[src/rtl/vga_pattern_gen.sv]
// vga_pattern_gen: frame source for the SDRAM-to-VGA write path.
// On each accepted start it emits one raster-ordered frame of RGB565 test
// pattern pixels over a valid/ready handshake, then pulses frame_done.
//
// Ports:
//   clk        in   write-side clock
//   rst        in   synchronous active-high reset
//   start_i    in   single-cycle new-frame request (honoured only in IDLE)
//   mode_i     in   pattern select, latched on an accepted start
//   wr_en      in   downstream ready
//   data_en    out  dout holds a valid pixel
//   dout       out  RGB565 pixel {r[4:0], g[5:0], b[4:0]}
//   busy       out  frame in progress (ACTIVE or DONE)
//   frame_done out  one-cycle pulse after the last pixel transfers
//   frame_cnt  out  completed frames, modulo 256
module vga_pattern_gen #(
  parameter int unsigned H_PIXELS = 1024,
  parameter int unsigned V_LINES  = 240
) (
  input  logic        clk,
  input  logic        rst,
  input  logic        start_i,
  input  logic [1:0]  mode_i,
  input  logic        wr_en,
  output logic        data_en,
  output logic [15:0] dout,
  output logic        busy,
  output logic        frame_done,
  output logic [7:0]  frame_cnt
);

  localparam int unsigned XW = $clog2(H_PIXELS);
  localparam int unsigned YW = (V_LINES > 1) ? $clog2(V_LINES) : 1;
  localparam logic [XW-1:0] X_LAST = XW'(H_PIXELS - 1);
  localparam logic [YW-1:0] Y_LAST = YW'(V_LINES - 1);

  typedef enum logic [1:0] {
    S_IDLE   = 2'd0,
    S_ACTIVE = 2'd1,
    S_DONE   = 2'd2
  } state_t;

  state_t        r_state;
  state_t        w_state_nxt;
  logic [1:0]    r_mode;
  logic [1:0]    w_mode_nxt;
  logic [XW-1:0] r_x;
  logic [XW-1:0] w_x_nxt;
  logic [YW-1:0] r_y;
  logic [YW-1:0] w_y_nxt;
  logic [15:0]   r_idx;
  logic [15:0]   w_idx_nxt;

  logic          r_data_en;
  logic [15:0]   r_dout;
  logic          r_busy;
  logic          r_frame_done;
  logic [7:0]    r_frame_cnt;

  logic          w_xfer;
  logic [2:0]    w_bar;
  logic          w_y5;
  logic [15:0]   w_pix;

  // data_en is high exactly while ACTIVE, so it doubles as the transfer qualifier
  assign w_xfer = r_data_en & wr_en;

  // State register
  always_ff @(posedge clk) begin
    if (rst) begin
      r_state <= S_IDLE;
    end else begin
      r_state <= w_state_nxt;
    end
  end

  // Next state and next pixel coordinates
  always_comb begin
    w_state_nxt = r_state;
    w_mode_nxt  = r_mode;
    w_x_nxt     = r_x;
    w_y_nxt     = r_y;
    w_idx_nxt   = r_idx;
    case (r_state)
      S_IDLE: begin
        if (start_i) begin
          w_state_nxt = S_ACTIVE;
          w_mode_nxt  = mode_i;
          w_x_nxt     = '0;
          w_y_nxt     = '0;
          w_idx_nxt   = '0;
        end
      end
      S_ACTIVE: begin
        if (w_xfer) begin
          w_idx_nxt = r_idx + 16'd1;
          if (r_x == X_LAST) begin
            w_x_nxt = '0;
            if (r_y == Y_LAST) begin
              w_state_nxt = S_DONE;
            end else begin
              w_y_nxt = r_y + YW'(1);
            end
          end else begin
            w_x_nxt = r_x + XW'(1);
          end
        end
      end
      S_DONE: begin
        w_state_nxt = S_IDLE;
      end
      default: begin
        w_state_nxt = S_IDLE;
      end
    endcase
  end

  // Top three x bits select one of eight equal-width colour bars
  assign w_bar = w_x_nxt[XW-1 -: 3];

  // Frames shorter than 33 lines never reach y bit 5
  generate
    if (YW > 5) begin : g_y5
      assign w_y5 = w_y_nxt[5];
    end else begin : g_no_y5
      assign w_y5 = 1'b0;
    end
  endgenerate

  // Pattern for the pixel that will be presented after this edge
  always_comb begin
    w_pix = 16'h0000;
    case (w_mode_nxt)
      2'd0: begin
        case (w_bar)
          3'd0: w_pix = 16'hFFFF;
          3'd1: w_pix = 16'hFFE0;
          3'd2: w_pix = 16'h07FF;
          3'd3: w_pix = 16'h07E0;
          3'd4: w_pix = 16'hF81F;
          3'd5: w_pix = 16'hF800;
          3'd6: w_pix = 16'h001F;
          3'd7: w_pix = 16'h0000;
        endcase
      end
      2'd1: w_pix = {w_x_nxt[7:3], w_x_nxt[7:2], w_x_nxt[7:3]};
      2'd2: w_pix = (w_x_nxt[5] ^ w_y5) ? 16'hFFFF : 16'h0000;
      default: w_pix = w_idx_nxt;
    endcase
  end

  // Counters, latched mode and registered outputs
  always_ff @(posedge clk) begin
    if (rst) begin
      r_mode       <= 2'd0;
      r_x          <= '0;
      r_y          <= '0;
      r_idx        <= 16'd0;
      r_data_en    <= 1'b0;
      r_dout       <= 16'h0000;
      r_busy       <= 1'b0;
      r_frame_done <= 1'b0;
      r_frame_cnt  <= 8'd0;
    end else begin
      r_mode       <= w_mode_nxt;
      r_x          <= w_x_nxt;
      r_y          <= w_y_nxt;
      r_idx        <= w_idx_nxt;
      r_data_en    <= (w_state_nxt == S_ACTIVE);
      r_dout       <= (w_state_nxt == S_ACTIVE) ? w_pix : 16'h0000;
      r_busy       <= (w_state_nxt != S_IDLE);
      r_frame_done <= (w_state_nxt == S_DONE);
      if (w_state_nxt == S_DONE) begin
        r_frame_cnt <= r_frame_cnt + 8'd1;
      end
    end
  end

  assign data_en    = r_data_en;
  assign dout       = r_dout;
  assign busy       = r_busy;
  assign frame_done = r_frame_done;
  assign frame_cnt  = r_frame_cnt;

endmodule

[config.mk]
export PLATFORM = sky130hd
export DESIGN_NAME = vga_pattern_gen
export DESIGN_NICKNAME = d
export VERILOG_FILES = /design/src/rtl/vga_pattern_gen.sv
export SDC_FILE = /design/constraint.sdc
export NUM_CORES = 1
export LEC_CHECK = 0
export CORE_ASPECT_RATIO = 1.75
export CORE_MARGIN = 5
export CORE_UTILIZATION = 30
export CTS_BUF_LIST = sky130_fd_sc_hd__clkbuf_2 sky130_fd_sc_hd__clkbuf_4 sky130_fd_sc_hd__clkbuf_8
export DETAILED_ROUTE_END_ITERATION = 6
export GPL_TIMING_DRIVEN = 0
export PLACE_DENSITY_LB_ADDON = 0.2
export SYNTH_ARGS = -nofsm -noshare
export SYNTH_HDL_FRONTEND = slang
export SYNTH_SLANG_ARGS = --single-unit
[constraint.sdc]
create_clock -name clk -period 3.5 [get_ports clk]
set_clock_uncertainty 0.1 [all_clocks]
set_input_delay 0.7 -clock clk [delete_from_list [all_inputs] [get_ports clk]]
set_output_delay 0.7 -clock clk [all_outputs]
set_load 0.005 [all_outputs]
==> impl_metrics.csv <==
group,metric,value,unit
status,outcome,"finished, final reports clean",
global_route,grt_usage,14.4,%
pwr,ir_worst_vdd,0.000167,V
die,dieArea,12300,sq um
clocking,cts-htree-levels,3,
synth,netlist-cell-type-count,52,
sta,period_needed,3370,ps
sta,hold_viol_final,0,
finish,final_nets,418,
sta,worst_pin_slew,716,ps
sta,hold_slack,392,ps
die,dieWidth,85.9,um
finish,final_core_util,37.6,%
placement,dpl.hpwl,6340,um
critical_path,cp_data_arrival_time,3470,ps
sta,fmaxAchievable,296,MHz
die,coreArea,9850,sq um
detailed_routing,drtPass1Iterations,4,
clocking,clockBufferDepth,2,
global_route,antenna_found_initial,0,
synth,synth_most_common_cell,"dfxtp_1",
critical_path,crit_path_max_fanout,6,
min_path,hold_path.class,"reg2reg",
finish,drive_gt1_share,7.77,%
detailed_routing,wire_per_inst,15.6,um
sta,setup_viol,0,
synth,synthesis.nets,375,
synth,avgSynthCellArea,8.28,sq um
critical_path,required,3590,ps
placement,numPortBuffers,32,
detailed_routing,via_count,2769,
synth,synth.area.top_cells,"dfxtp_1 (43%), nor2_1 (6.0%), nand2_1 (4.0%)",
global_route,grt_overflow,0,
detailed_routing,wirelength,8380,um
finish,antenna_cells,0,
critical_path,path_class,"in2reg",
placement,place.gp.congestion,0.813,
synth,synth_edf_count,0,
detailed_routing,drt_iter0_markers,171,
global_route,first_global_vias,2628,
clocking,cts-root-buf,"clkbuf_8",
sta,maxSlewHeadroom,52.0,%
global_route,grt_first_pass_wirelength,13400,um
sta,slew_viol_final,0,
synth,netlist_area,3020,sq um
die,row_count,48,
synth,yosysWarnings,0,
detailed_routing,drc,0,
global_route,grt_max_degree,11,
pwr,p_leak,1.26,nW
clocking,cts.sinks,65,
clocking,path_clk_slew,70,ps
synth,synth-seq-cells,65,
clocking,cts_made_buffers,9,
sta,rsz0062_at_grt,"no",
synth,synthTopCellsByCount,"dfxtp_1 (65), nor2_1 (48), nand2_1 (32)",
critical_path,startpoint_type,"input pin",
pwr,p_per_area,435,nW/um^2
synth,synth_top_flop_cell,"dfxtp_1",
finish,area_growth,22.6,%
synth,yosys.area.top_type_share,43.0,%
die,die_y,143,um
synth,synth_top_cell_by_area,"dfxtp_1",
detailed_routing,vias_per_cell,5.16,
die,ioPinCount,33,
critical_path,crit_path_end_kind,"flip-flop",
detailed_routing,antenna_left,0,
flow_run,drv_cap,0,
die,start_util,30.7,%
sta,post-route-period-util,96.4,%
synth,ys_seq_area_share,43.0,%
synth,ys_async_sr_fraction,0,%
clocking,cts_tree,"built",
synth,synth_cells,365,
clocking,insertion_delay,350,ps
## repair_timing
action / 4_1_cts / 5_1_grt
resized for setup: 0 / 1
setup buffers: 0 / 0
endpoints found under the setup margin: 0 / 13
hold buffers: 0 / 0
## metal layers
| layer | wire length (um) | vias up | global-route usage [%] |
|---|---|---|---|
| li1 | - | 1390 | - |
| met1 | 3190 | 1310 | 14.3 |
| met2 | 4600 | 52 | 26.4 |
| met3 | 261 | 17 | 3.23 |
| met4 | 328 | 0 | 9.09 |
| met5 | 0 | - | 0 |
## worst max-delay path, stage by stage
cell and delay [ps]:
clkdlybuf4s50_1 630, nand4b_1 280, nor4_2 450, a41oi_1 170, a21oi_1 310, xnor2_1 180
a211oi_2 560, a221oi_1 180
## state kept, by name, indices dropped and copies added (netlist names)
register    flops
frame_cnt       8
r_y             8
busy            1
data_en         1
r_idx          16
r_state         2
frame_done      1
r_x            10
dout           16
r_mode          2
## placed cells by master (no fill, tap or decap), types with 2 or more instances in the layout
master           synthesis  final
and3_1                   5      5
o22ai_1                  2      2
nand4_1                 11     11
o31a_1                   2      2
xor2_1                   8      8
nand2b_1                 4      4
clkinv_2                 0      2
nor2b_1                 14     14
inv_1                   13     13
nor4_1                   3      2
ha_1                     4      4
buf_2                    2      2
xnor2_1                  4      4
nand3_1                 10     10
o211ai_1                 3      3
nand2_1                 32     32
a22oi_1                  4      4
a211oi_1                 2      2
a21oi_1                 17     17
and2_1                   4      4
o21ai_0                 20     20
a31o_2                   2      2
a221oi_1                 6      6
or3_1                    8      8
o31ai_1                  4      4
nor3b_1                  3      3
a31oi_1                  9      9
dfxtp_1                 65     65
clkdlybuf4s50_1          0     32
clkbuf_8                 0     11
o311ai_0                 2      2
clkbuf_1                10     10
nor3_1                  14     14
nor2_1                  48     48
or2_2                    5      5
mux2i_1                  6      6
## per-stage QoR
| stage | setup slack, ps | power (mW) | setup TNS (ps) | cell area (sq um) | std cells |
|---|---|---|---|---|---|
| floorplan | 1060 | 0.884 | 0 | 3020 | 365 |
| global placement | -242 | 0.977 | -2880 | 3500 | 522 |
| detailed placement | -239 | 0.978 | -3040 | 3500 | 522 |
| CTS | 122 | 1.63 | 0 | 3700 | 537 |
| global route | 6.80 | 1.68 | 0 | 3700 | 537 |
| finish | 127 | 1.61 | 0 | 3700 | 537 |
## final timing paths
kind	from	end	slack, ps	cells after the start
worst min register to register	r_x[0]$_SDFFE_PP0P_	r_x[0]$_SDFFE_PP0P_	390	2
worst max-delay path	wr_en	dout[5]$_SDFF_PP0_	130	8
worst min-delay path	r_x[0]$_SDFFE_PP0P_	r_x[0]$_SDFFE_PP0P_	390	2
worst max register to register	r_x[0]$_SDFFE_PP0P_	dout[5]$_SDFF_PP0_	530	8
## kinds of logic after synthesis
family | Yosys count | share of synthesized area [%]
mux | 7 | 2.36
xor+xnor | 12 | 3.48
flops | 65 | 43.0
fa+ha+maj | 4 | 1.66
buf+inv | 27 | 3.44
simple gates | 168 | 28.1
compound gates | 82 | 18.0
## power breakdown
group	leakage (nW)	internal [mW]	switching [mW]
sequential	0.529	0.767	0.0123
clock	0.106	0.370	0.281
combinational	0.629	0.0777	0.103
## cell type report
type                       count  area, sq um
buffer                        13         51.3
inverter                      14         52.6
clock buffer                  12          159
fill                        1060         6140
tap                          125          156
multi-input combinational    273         1620
timing repair buffer          32          320
clock inverter                 3         40.0
sequential                    65         1300
Power figures use the tool's default switching activity.
